==> src/rtl/arm_mem_pkg.sv <==
// Shared definitions for the instruction/data memory arbiter.
// Latency: n/a (types and constants only).
// Backpressure: n/a.
//
// Contents:
//   arb_state_t  - arbiter FSM state encoding
//   MAXDATA_DEF  - default bound on back-to-back data grants while a fetch waits
//   STREAK_W     - width of the starvation counter (holds 0..15)
//   is_busy()    - true while a memory transaction is outstanding
package arm_mem_pkg;

  typedef enum logic [1:0] {
    IDLE  = 2'd0,
    IBUSY = 2'd1,
    DBUSY = 2'd2,
    RESP  = 2'd3
  } arb_state_t;

  localparam int unsigned MAXDATA_DEF = 4;
  localparam int unsigned STREAK_W    = 4;

  function automatic logic is_busy(input arb_state_t s);
    return (s == IBUSY) || (s == DBUSY);
  endfunction

endpackage

==> src/rtl/starve_ctr.sv <==
// Counts consecutive data grants made while a fetch is pending; flags saturation.
// Latency: count updates one cycle after inc/clr; sat is a decode of the register.
// Backpressure: none; inc is ignored once saturated, clr has priority over inc.
//
// Ports:
//   clk, reset - clock, asynchronous active-low reset
//   inc        - a data grant was made while the fetch port was requesting
//   clr        - a fetch grant, or an arbitration decision with no fetch pending
//   sat        - counter has reached MAX; the fetch port must win next
module starve_ctr
  import arm_mem_pkg::*;
#(
  parameter int unsigned MAX = MAXDATA_DEF
) (
  input  logic clk,
  input  logic reset,
  input  logic inc,
  input  logic clr,
  output logic sat
);

  localparam logic [STREAK_W-1:0] MAX_V = STREAK_W'(MAX);

  logic [STREAK_W-1:0] cnt;

  always_ff @(posedge clk or negedge reset) begin
    if (!reset) begin
      cnt <= '0;
    end else if (clr) begin
      cnt <= '0;
    end else if (inc && (cnt != MAX_V)) begin
      cnt <= cnt + 1'b1;
    end
  end

  assign sat = (cnt == MAX_V);

endmodule

==> src/rtl/mem_arbiter.sv <==
// Arbitrates fetch and data requesters onto one unified memory port.
// Latency: grant in IDLE at t, MemAck earliest t+1, Ready at t+2, next decision t+3.
// Backpressure: requesters hold Req until Ready; memory stalls by delaying MemAck.
//
// Ports:
//   clk, reset                          - clock, asynchronous active-low reset
//   IReq/IAddr -> IRData/IReady/StallF  - fetch requester
//   DReq/DWe/DAddr/DWData -> DRData/DReady/StallM - data requester
//   MemReq/MemWe/MemAddr/MemWData       - unified memory request (held until MemAck)
//   MemRData/MemAck                     - unified memory response
module mem_arbiter
  import arm_mem_pkg::*;
#(
  parameter int unsigned MAXDATA = MAXDATA_DEF
) (
  input  logic        clk,
  input  logic        reset,
  // fetch port
  input  logic        IReq,
  input  logic [31:0] IAddr,
  output logic [31:0] IRData,
  output logic        IReady,
  // data port
  input  logic        DReq,
  input  logic        DWe,
  input  logic [31:0] DAddr,
  input  logic [31:0] DWData,
  output logic [31:0] DRData,
  output logic        DReady,
  // pipeline stalls
  output logic        StallF,
  output logic        StallM,
  // unified memory
  output logic        MemReq,
  output logic        MemWe,
  output logic [31:0] MemAddr,
  output logic [31:0] MemWData,
  input  logic [31:0] MemRData,
  input  logic        MemAck
);

  arb_state_t state, state_nxt;

  logic        ld_i;       // fetch granted this cycle
  logic        ld_d;       // data granted this cycle
  logic        str_inc;
  logic        str_clr;
  logic        str_sat;
  logic        mem_done;   // MemAck seen while a transaction is outstanding

  logic        sel_d_q;    // port owning the current/last transaction: 1 = data
  logic        we_q;
  logic [31:0] addr_q;
  logic [31:0] wdata_q;
  logic [31:0] irdata_q;
  logic [31:0] drdata_q;

  // ---------------------------------------------------------------------------
  // FSM
  // ---------------------------------------------------------------------------
  always_ff @(posedge clk or negedge reset) begin
    if (!reset) begin
      state <= IDLE;
    end else begin
      state <= state_nxt;
    end
  end

  // Data normally wins; once it has won MAXDATA times in a row against a
  // waiting fetch, the fetch gets the next slot. Requests are only sampled in
  // IDLE, so a Req still held during its own Ready cycle is not re-served
  // until the FSM is back in IDLE, where it counts as a fresh transaction.
  always_comb begin
    state_nxt = state;
    ld_i      = 1'b0;
    ld_d      = 1'b0;
    str_inc   = 1'b0;
    str_clr   = 1'b0;
    case (state)
      IDLE: begin
        if (DReq && (!IReq || !str_sat)) begin
          state_nxt = DBUSY;
          ld_d      = 1'b1;
          str_inc   = IReq;
          str_clr   = !IReq;
        end else if (IReq) begin
          state_nxt = IBUSY;
          ld_i      = 1'b1;
          str_clr   = 1'b1;
        end else begin
          str_clr   = 1'b1;
        end
      end
      IBUSY, DBUSY: begin
        if (MemAck) begin
          state_nxt = RESP;
        end
      end
      RESP: begin
        state_nxt = IDLE;
      end
      default: begin
        state_nxt = IDLE;
      end
    endcase
  end

  // MemAck outside IBUSY/DBUSY has no effect anywhere.
  assign mem_done = is_busy(state) && MemAck;

  // ---------------------------------------------------------------------------
  // Request and response registers
  // ---------------------------------------------------------------------------
  // Loaded only on a grant, so requester inputs moving during BUSY cannot
  // disturb the memory-side signals.
  always_ff @(posedge clk or negedge reset) begin
    if (!reset) begin
      sel_d_q <= 1'b0;
      we_q    <= 1'b0;
      addr_q  <= '0;
      wdata_q <= '0;
    end else if (ld_d) begin
      sel_d_q <= 1'b1;
      we_q    <= DWe;
      addr_q  <= DAddr;
      wdata_q <= DWData;
    end else if (ld_i) begin
      sel_d_q <= 1'b0;
      we_q    <= 1'b0;
      addr_q  <= IAddr;
      wdata_q <= '0;
    end
  end

  // A store completion leaves DRData holding the last load result.
  always_ff @(posedge clk or negedge reset) begin
    if (!reset) begin
      irdata_q <= '0;
      drdata_q <= '0;
    end else if (mem_done) begin
      if (state == IBUSY) begin
        irdata_q <= MemRData;
      end else if (!we_q) begin
        drdata_q <= MemRData;
      end
    end
  end

  starve_ctr #(
    .MAX (MAXDATA)
  ) u_starve_ctr (
    .clk   (clk),
    .reset (reset),
    .inc   (str_inc),
    .clr   (str_clr),
    .sat   (str_sat)
  );

  // ---------------------------------------------------------------------------
  // Outputs
  // ---------------------------------------------------------------------------
  // MemReq is a pure state decode so an asynchronous reset drops it at once.
  assign MemReq   = is_busy(state);
  assign MemWe    = MemReq && we_q;
  assign MemAddr  = addr_q;
  assign MemWData = wdata_q;

  // Only one transaction is ever in RESP, so the two Ready pulses are exclusive.
  assign IReady   = (state == RESP) && !sel_d_q;
  assign DReady   = (state == RESP) &&  sel_d_q;
  assign IRData   = irdata_q;
  assign DRData   = drdata_q;

  assign StallF   = IReq && !IReady;
  assign StallM   = DReq && !DReady;

endmodule
==> config.mk <==
export PLATFORM = sky130hd
export DESIGN_NAME = mem_arbiter
export DESIGN_NICKNAME = d
export VERILOG_FILES = /design/src/rtl/arm_mem_pkg.sv /design/src/rtl/starve_ctr.sv /design/src/rtl/mem_arbiter.sv
export SDC_FILE = /design/constraint.sdc
export NUM_CORES = 1
export LEC_CHECK = 0
export BUFFER_PORTS_ARGS = -buffer_cell sky130_fd_sc_hd__buf_4
export CAP_MARGIN = 20
export CELL_PAD_IN_SITES_DETAIL_PLACEMENT = 2
export CELL_PAD_IN_SITES_GLOBAL_PLACEMENT = 2
export CORE_ASPECT_RATIO = 2
export CORE_MARGIN = 3
export CORE_UTILIZATION = 28
export CTS_CLUSTER_SIZE = 8
export DETAILED_ROUTE_END_ITERATION = 12
export GPL_ROUTABILITY_DRIVEN = 0
export PLACE_DENSITY_LB_ADDON = 0.1
export SLEW_MARGIN = 20
export SYNTH_ARGS = -nofsm -noshare
export SYNTH_HDL_FRONTEND = slang
export SYNTH_HIERARCHICAL = 1
export SYNTH_SLANG_ARGS = --single-unit
==> constraint.sdc <==
create_clock -name clk -period 2.3 [get_ports clk]
set_input_delay 0.46 -clock clk [delete_from_list [all_inputs] [get_ports clk]]
set_output_delay 0.46 -clock clk [all_outputs]
set_load 0.02 [all_outputs]
# After elaboration in Yosys (flattened, before gate mapping)
# Cells that the tools add are included.
[totals]
output_inout_bits = 134
word_cells = 62
ff_bits = 136
input_bits = 134
[classes]
n_reduce_logical = 22
n_eq_ne = 7
n_mux = 22
bitwise = 2
n_addsub = 1
[op_table]
columns = ["operator", "count"]
rows = [
  ["32-bit two-way mux", 4],
  ["1-bit two-way mux", 12],
  ["1-bit logical AND", 8],
  ["4-bit two-way mux", 2],
  ["2-bit two-way mux", 3],
  ["2-bit case mux with 3 select lines", 1],
  ["1-bit logical NOT", 5],
  ["4-bit by 1-bit adder with 4-bit output, second input constant", 1],
  ["2-bit equality test, second input constant", 2],
  ["4-bit by 3-bit equality test with 1-bit output, second input constant", 1],
  ["4-bit by 3-bit != test with 1-bit output, second input constant", 1],
  ["2-bit AND reduction", 2],
  ["2-bit nonzero test", 2],
  ["3-bit != test, second input constant", 1],
  ["3-bit AND reduction", 1],
  ["2-bit by 1-bit equality test with 1-bit output, second input constant", 1],
  ["2-bit logical NOT", 1],
  ["1-bit logical OR", 2],
  ["2-bit != test, second input constant", 1],
  ["1-bit inverter", 2],
  ["2-bit OR reduction", 1],
]

# Logic depth before layout (Yosys ltp)
# Gate-level depths: netlist (run 1).
[logic_depth]
depth_word = 9
mapped_depth = 9
mapped_depth_nobuf = 9

# By module
# The synthesis (run 1) kept the hierarchy.
[modules_own_cells]
columns = ["mod", "n_inst", "seq_area_each_um2", "area_per_inst_um2", "cells_each"]
rows = [
  ["mem_arbiter", 1, 3303.2, 5301.3, 421],
  ["starve_ctr", 1, 100.1, 234.0, 24],
]

# Least setup slack after synthesis (run 1)
# Ideal clock, no wire load.
[synth_timing]
path_kind = "register -> register"
startpoint = "register state[1]"
endpoint = "register u_starve_ctr.cnt[3]"
setup_slack_ps = 181
setup_time_ps = 78
stages_incl_launch_ff = 9
t_arrival_ps = 2041
n_path_buf = 2
required_time_ps = 2222
period_less_slack_ps = 2119
path_cell_list = "dfrtp_1 > inv_1 > ha_1 > clkbuf_1 > clkbuf_1 > and3_1 > nand4_1 > or3_1 > a21oi_1"
[synth_between]
elab_chain_len = 4
word_cells_on_any_way = 6
classes_between = "mux: 3; reduce/logical: 3"
[synth_rtl]
columns = ["element", "line_no", "rtl"]
rows = [
  ["start: declaration", "mem_arbiter.sv:42", "arb_state_t state, state_nxt;"],
  ["start signal: assignment", "mem_arbiter.sv:65", "state <= state_nxt;"],
  ["2-bit logical NOT", "mem_arbiter.sv:79", "case (state)"],
  ["1-bit two-way mux", "mem_arbiter.sv:79", ""],
  ["named net str_inc", "mem_arbiter.sv:46", "logic str_inc;"],
  ["1-bit logical AND", "starve_ctr.sv:31", "end else if (inc && (cnt != MAX_V)) begin"],
  ["2-bit nonzero test (no source line)", "-", ""],
  ["end signal: assignment", "starve_ctr.sv:32", "cnt <= cnt + 1'b1;"],
  ["end: declaration", "starve_ctr.sv:24", "logic [STREAK_W-1:0] cnt;"],
]
# The timed path passes the listed nets, and every way through them passes these cells.
# A chain may end at the register's enable or synchronous reset.

# Final worst setup path (run 1)
[layout_timing]
startpoint = "register state[1]"
endpoint = "output MemWe"
[layout_between]
elab_chain_len = 3
word_cells_on_any_way = 4
classes_between = "eq/ne: 2; reduce/logical: 2"
[layout_rtl]
columns = ["element", "line_no", "rtl"]
rows = [
  ["2-bit by 1-bit equality test with 1-bit output / 2-bit equality test (equally long branches)", "arm_mem_pkg.sv:23", "return (s == IBUSY) || (s == DBUSY);"],
  ["1-bit logical OR *", "arm_mem_pkg.sv:23", ""],
  ["1-bit logical AND *", "mem_arbiter.sv:164", "assign MemWe = MemReq && we_q;"],
  ["end: declaration", "mem_arbiter.sv:35", "output logic MemWe,"],
]
# Every way passes the cells marked *; elsewhere a longest branch is shown, timed or not.

==> impl_metrics.env, run 1 <==
export IMPL_outcome="complete, no violations"
export IMPL_placed_cell_count=953
export IMPL_cellLeakagePower_nw=4.13
export IMPL_numCtsBuffers=17
export IMPL_timing_worst_setup_path_type="reg -> out"
export IMPL_place_area_um2=7880
export IMPL_flow_area_growth_from_synthesis_pct=54.5
export IMPL_detailedRoute_firstPassIterationCount=4
export IMPL_startpoint_type="flip-flop"
export IMPL_period_minus_slack_ns=2.14
export IMPL_cp_arrival_ns=1.68
export IMPL_tritoncts="yes"
export IMPL_drive_above_1_share_pct=52.7
export IMPL_nFillCells=2006
export IMPL_clk_path_buf_depth=2
export IMPL_critPathMaxFanout=9
export IMPL_clock_transition_at_the_register_clock_pins_on_the_worst_setup_and_hold_paths_after_cts_ns=0.06
export IMPL_power_density_nw_per_um2=1580
export IMPL_holdCritPathClass="in -> reg"
export IMPL_floorplan_rows=72
export IMPL_setup_total_neg_slack_ns=0
export IMPL_globalRouteTotalUtil_pct=19.5
export IMPL_grt_remaining_overflow=0
export IMPL_synthDistinctLibCells=36
export IMPL_syn_inst=445
export IMPL_die_w_um=105
export IMPL_synth_sequential_area_ratio_pct=61.5
export IMPL_final_wl_mm=20.9
export IMPL_wl_per_cell_um=21.2
export IMPL_hpwlAfterDp_mm=15.3
export IMPL_floorplan_initialDensity_pct=28.6
export IMPL_pwr_share_seq_pct=31.1
export IMPL_clockRootBuffer="sky130_fd_sc_hd__clkbuf_16"
export IMPL_grt_first_pass_wirelength_mm=32.0
export IMPL_dr_first_iter_drc_count=138
export IMPL_cellInternalPower_w=0.00831
export IMPL_floorplan_die_height_um=205
export IMPL_power_combinational_fraction_pct=46.2
export IMPL_core_region_area_um2=19400
export IMPL_drtAntennaViolNets=0
export IMPL_via_density=4.80
export IMPL_io_pin_count=268
export IMPL_port_buffer_count=267
export IMPL_synth_ff_latch_count=136
export IMPL_design_final_nets=853
export IMPL_grt_start_max_net_pins=55
export IMPL_max_cap_violations=0
export IMPL_power_ir_vdd_worst_v=0.000540
export IMPL_finClkSkew_ns=0.00773
export IMPL_synth_nets=584
export IMPL_die_area_um2=21600
export IMPL_synth_yosys_warnings=6
export IMPL_cp_data_required_time_ns=1.84
export IMPL_finalInstanceArea_um2=8550
export IMPL_multi_input_area_um2=1980
export IMPL_layout_cells_non_filler=987
export IMPL_post_synth_cell_area_avg_um2=12.4
export IMPL_clkPwrFrac_pct=22.6
export IMPL_critPathCaptureType="output pin"
export IMPL_numClockSinks=136
export IMPL_fmax_ghz=0.467
export IMPL_slew_limit_headroom_pct=49.4
export IMPL_cts_max_level=4
export IMPL_post_cts_buffers=0
export IMPL_sequential_cell_area_um2=3400
export IMPL_switching_power_w=0.00520
export IMPL_power_share_switching_pct=38.5
export IMPL_vias_after_detailed_routing=4737
export IMPL_setup_viol=0
export IMPL_insertion_delay_ns=0.42
export IMPL_final_max_slew_viol_count=0
export IMPL_first_global_vias=5572
export IMPL_hold_viol=0
export IMPL_setup_repair_after_global_routing_missed_its_margin="no"
export IMPL_grt_antenna_before_repair=1
export IMPL_finalCritPeriodShare_pct=93.1
export IMPL_synth_cell_area_um2=5540
export IMPL_worstMarginPinSlew_ns=0.756
export IMPL_remaining_drc_errors=0
routing by layer:
layer	track usage, %	vias up	share of wire [%]
met2	36.6	194	57
met1	19.8	2376	35
met3	4.42	37	5.1
met4	9.57	0	3.3
li1	-	2130	-
met5	0	-	0
worst max-delay path, cell delays in order (launching register included):
cell and delay [ns]:
sky130_fd_sc_hd__dfrtp_1 0.39, sky130_fd_sc_hd__inv_1 0.09, sky130_fd_sc_hd__ha_1 0.47, sky130_fd_sc_hd__and2_1 0.18
sky130_fd_sc_hd__buf_4 0.14
stage by stage:
step	hold WS (ns)	utilization [%]	setup slack (ns)	power, W
floorplan	0.164	-	0.181	0.00753
global placement	0.436	40.7	0.327	0.0102
detailed placement	0.442	40.7	0.0583	0.0105
CTS	0.232	44.1	0.0491	0.0138
global route	0.243	44.2	0.0452	0.0143
finish	0.254	44.2	0.159	0.0135
sequential cells by signal (all words and copies together) (netlist names):
register and count:
sel_d_q 1, we_q 1, u_starve_ctr/cnt 4, DRData 32, MemAddr 32, MemWData 32
state 2, IRData 32
cell type report:
type,instances,area share (%)
clock inverters,11,2.25
flip-flops and latches,136,39.8
inverters,6,0.263
clock buffers,21,5.38
repair buffers,281,25.3
well taps,259,3.79
multi-input cells,272,23.2
diodes,1,0.0293
cell usage after synthesis:
cell                         n  area, µm²
sky130_fd_sc_hd__buf_4       8       60.1
sky130_fd_sc_hd__a21o_1      1       7.51
sky130_fd_sc_hd__o21a_1      1       7.51
sky130_fd_sc_hd__nor3_2      1       10.0
sky130_fd_sc_hd__nand4_1     1       6.26
sky130_fd_sc_hd__o22ai_1     1       6.26
sky130_fd_sc_hd__clkbuf_1   16       60.1
sky130_fd_sc_hd__and2_1      3       18.8
sky130_fd_sc_hd__nor2_1      2       7.51
sky130_fd_sc_hd__a21boi_0    1       7.51
sky130_fd_sc_hd__nand2_1    35        131
sky130_fd_sc_hd__nor2b_1     4       25.0
sky130_fd_sc_hd__ha_1        5       62.6
sky130_fd_sc_hd__or3_1       1       6.26
sky130_fd_sc_hd__o21ai_1     1       5.00
sky130_fd_sc_hd__nor3b_1     1       7.51
sky130_fd_sc_hd__nand3b_4    1       20.0
sky130_fd_sc_hd__a21o_2      2       17.5
sky130_fd_sc_hd__dfrtp_1   136       3400
sky130_fd_sc_hd__a22o_1     34        298
sky130_fd_sc_hd__o32ai_1     1       8.76
sky130_fd_sc_hd__a211oi_1    1       7.51
sky130_fd_sc_hd__nand2b_1    1       6.26
sky130_fd_sc_hd__mux2_1      2       22.5
sky130_fd_sc_hd__inv_1       5       18.8
sky130_fd_sc_hd__a21boi_2    1       11.3
sky130_fd_sc_hd__nor3_1      1       5.00
sky130_fd_sc_hd__inv_2       1       3.75
sky130_fd_sc_hd__nand3_1     4       20.0
sky130_fd_sc_hd__a221oi_1    1       8.76
sky130_fd_sc_hd__a21bo_2     1       10.0
sky130_fd_sc_hd__a21oi_1    37        185
sky130_fd_sc_hd__mux2_2     62        698
sky130_fd_sc_hd__o21ai_0    64        320
sky130_fd_sc_hd__buf_2       7       35.0
sky130_fd_sc_hd__and3_1      1       6.26
layout by cell type, fill, tap and decap left out, drive strengths merged, types with 2 or more instances in the layout:
| master | instances |
|---|---|
| bufinv | 5 |
| nor2 | 2 |
| nor2b | 4 |
| dfrtp | 136 |
| nand2 | 35 |
| mux2 | 64 |
| clkinvlp | 2 |
| nor3 | 2 |
| clkbuf | 21 |
| a22o | 34 |
| a21o | 3 |
| a21oi | 37 |
| nand3 | 4 |
| inv | 7 |
| clkinv | 3 |
| o21ai | 65 |
| a21boi | 2 |
| ha | 5 |
| and2 | 3 |
| buf | 280 |
cells by family after synthesis:
family | after synthesis | synth area share (%)
AO/OA/AOI/OAI | 147 | 16.3
flip-flops | 136 | 61.5
multiplexers | 64 | 13.0
AND/OR/NAND/NOR | 56 | 4.88
buffers and inverters | 37 | 3.21
adder cells (fa/ha/maj) | 5 | 1.13
repair_timing:
action                                 in CTS  in global routing
endpoints found under the hold margin      44                  0
resized for setup                           0                  2
setup endpoints to repair                   0                  1
hold buffers                                1                  0
power groups by stage:
| stage | Clock [W] | Sequential, W | Combinational [W] |
|---|---|---|---|
| 6_report | 0.00306 | 0.00420 | 0.00624 |
| 5_1_grt | 0.00326 | 0.00435 | 0.00669 |
| 4_1_cts | 0.00315 | 0.00423 | 0.00637 |
| 3_5_place_dp | 0 | 0.00423 | 0.00632 |
| 3_3_place_gp | 0 | 0.00414 | 0.00608 |
| 2_1_floorplan | 0 | 0.00541 | 0.00212 |
final timing paths:
path | from | endpoint | slack [ns] | cells past startpoint
min in group asynchronous | reset | DRData[2] | 0.56 | 2
max reg2reg | u_starve_ctr/cnt[0] | u_starve_ctr/cnt[3] | 0.20 | 9
max | state[1] | MemWe | 0.16 | 4
min reg2reg | MemAddr[30] | MemAddr[30] | 0.48 | 2
max in group asynchronous | reset | MemAddr[1] | 1.03 | 3
min | DWData[15] | MemWData[15] | 0.25 | 2
Power figures use the tool's default switching activity.
==> inputs of run 2 (changes only) <==
--- a/config.mk
+++ b/config.mk
@@ -11,7 +11,7 @@
 export CELL_PAD_IN_SITES_GLOBAL_PLACEMENT = 2
 export CORE_ASPECT_RATIO = 2
 export CORE_MARGIN = 3
-export CORE_UTILIZATION = 28
+export CORE_UTILIZATION = 25
 export CTS_CLUSTER_SIZE = 8
 export DETAILED_ROUTE_END_ITERATION = 12
 export GPL_ROUTABILITY_DRIVEN = 0
==> run 2 against run 1 <==
  * Sequential power about the same
  * Global-route usage down 2.4 points
  * Count of clock-buffer cells in the layout unchanged
  * Wire length down 2.5%
  * Cell count up 1.6%
  * Fmax up 0.32%
  * Combinational power about the same
  * Critical path type unchanged
  * Die area up 11%
  * Critical path depth unchanged
==> impl_metrics.env, run 2 (synthesis gave the netlist of run 1 again) <==
export IMPL_outcome="complete, no violations"
export IMPL_remaining_drc_errors=0
export IMPL_critPathMaxFanout=9
export IMPL_clock_transition_at_the_register_clock_pins_on_the_worst_setup_and_hold_paths_after_cts_ns=0.06
export IMPL_floorplan_rows=76
export IMPL_power_share_switching_pct=38.3
export IMPL_via_density=4.72
export IMPL_floorplan_die_height_um=216
export IMPL_io_pin_count=268
export IMPL_worstSetupEndpoint="MemWe"
export IMPL_fmax_ghz=0.469
export IMPL_max_cap_violations=0
export IMPL_startpoint_type="flip-flop"
export IMPL_cp_arrival_ns=1.67
export IMPL_timing_worst_setup_path_type="reg -> out"
export IMPL_post_layout_total_power_w=0.0134
export IMPL_hold_viol=0
export IMPL_power_ir_vdd_worst_v=0.000548
export IMPL_grt_first_pass_wirelength_mm=31.6
export IMPL_hpwlAfterDp_mm=15.1
export IMPL_flow_area_growth_from_synthesis_pct=55.0
export IMPL_cp_data_required_time_ns=1.84
export IMPL_die_area_um2=24100
export IMPL_worstSetupStartpoint="state[1]"
export IMPL_final_wl_mm=20.4
export IMPL_insertion_delay_ns=0.43
export IMPL_vias_after_detailed_routing=4735
export IMPL_clkPwrFrac_pct=22.0
export IMPL_switching_power_w=0.00512
export IMPL_period_minus_slack_ns=2.13
export IMPL_power_density_nw_per_um2=1560
export IMPL_numClockSinks=136
export IMPL_numCtsBuffers=17
export IMPL_crit_reg_reg_startpoint="u_starve_ctr/cnt[0]"
export IMPL_cellInternalPower_w=0.00824
export IMPL_clk_path_buf_depth=2
export IMPL_detailedRoute_firstPassIterationCount=4
export IMPL_floorplan_initialDensity_pct=25.5
export IMPL_power_combinational_fraction_pct=46.7
export IMPL_wl_per_cell_um=20.4
export IMPL_grt_antenna_before_repair=1
export IMPL_mostFrequentLayoutCell="sky130_fd_sc_hd__buf_4"
export IMPL_cts_max_level=4
export IMPL_layout_cells_non_filler=1003
export IMPL_final_max_slew_viol_count=0
export IMPL_r2r_end="u_starve_ctr/cnt[3]"
export IMPL_holdCritPathClass="in -> reg"
export IMPL_finClkSkew_ns=0.00931
export IMPL_timing_reg2reg_worst_path_depth=9
export IMPL_dr_first_iter_drc_count=120
export IMPL_post_cts_buffers=0
export IMPL_setup_repair_after_global_routing_missed_its_margin="no"
export IMPL_first_global_vias=5472
export IMPL_cellLeakagePower_nw=4.14
export IMPL_grt_remaining_overflow=0
export IMPL_worstMarginPinSlew_ns=0.563
export IMPL_placed_cell_count=968
export IMPL_setup_viol=0
export IMPL_pwr_share_seq_pct=31.3
export IMPL_clockRootBuffer="sky130_fd_sc_hd__clkbuf_16"
export IMPL_drive_above_1_share_pct=52.7
export IMPL_die_w_um=111
export IMPL_rrSetupSlack_ns=0.21
export IMPL_critPathCaptureType="output pin"
export IMPL_port_buffer_count=267
export IMPL_tritoncts="yes"
export IMPL_grt_start_max_net_pins=52
export IMPL_final_core_util_pct=39.6
export IMPL_design_final_nets=855
export IMPL_globalRouteTotalUtil_pct=17.1
export IMPL_slew_limit_headroom_pct=62.1
export IMPL_setup_total_neg_slack_ns=0
export IMPL_drtAntennaViolNets=0
export IMPL_layout_common_cells="sky130_fd_sc_hd__buf_4 (276), sky130_fd_sc_hd__dfrtp_1 (136), sky130_fd_sc_hd__o21ai_0 (64)"
export IMPL_core_region_area_um2=21700
export IMPL_finalCritPeriodShare_pct=92.8
==> run 2: routing by layer <==
metal  vias to the layer above  global-route usage, %  wire length (µm)
met5                         -                      0                 0
met4                         0                   7.35               596
met3                        28                   4.41              1030
met2                       164                   33.6             12000
met1                      2413                   16.3              6830
li1                       2130                      -                 -
==> run 2: power by group through the flow <==
stage | clock network, W | logic [W] | registers, W
3_5_place_dp | 0 | 0.00631 | 0.00422
3_3_place_gp | 0 | 0.00613 | 0.00415
2_1_floorplan | 0 | 0.00212 | 0.00541
4_1_cts | 0.00303 | 0.00635 | 0.00420
6_report | 0.00294 | 0.00624 | 0.00418
5_1_grt | 0.00314 | 0.00672 | 0.00435
==> run 2: critical path: stages (launching register included) <==
cell	delay [ns]
sky130_fd_sc_hd__dfrtp_1	0.39
sky130_fd_sc_hd__inv_1	0.08
sky130_fd_sc_hd__ha_1	0.45
sky130_fd_sc_hd__and2_1	0.17
sky130_fd_sc_hd__buf_4	0.14
==> run 2: final cells by class <==
cell class                      count  area [µm²]
Clock buffer                       21         460
Fill cell                        2318       13100
Antenna cell                        1        2.50
Tap cell                          273         342
Multi-Input combinational cell    272        1980
Sequential cell                   136        3400
Clock inverter                     11         170
Timing Repair Buffer              283        2200
Inverter                            6        22.5
==> run 2: per-stage QoR <==
step	area, µm²	hold WS [ns]	worst slack [ns]
global route	8580	0.230	0.0116
finish	8580	0.250	0.166
global placement	7910	0.403	0.262
detailed placement	7910	0.411	0.159
floorplan	5540	0.164	0.181
CTS	8550	0.224	0.112
==> run 2: how the worst min path moves through the flow <==
| stage | endpoint | slack [ns] | cells past startpoint | start |
|---|---|---|---|---|
| finish | MemWData[29] | 0.25 | 2 | DWData[29] |
| floorplan | DRData[0] | 0.16 | 0 | reset |
| detailed placement | DRData[13] | 0.41 | 1 | reset |
| global route | MemWData[23] | 0.23 | 2 | DWData[23] |
| global placement | DRData[13] | 0.40 | 1 | reset |
| CTS | MemWData[29] | 0.22 | 2 | DWData[29] |
==> run 2: repair_timing <==
action	CTS	global route
setup endpoints to repair	0	1
hold buffers	1	0
resized for setup	0	1
hold endpoints to repair	38	0
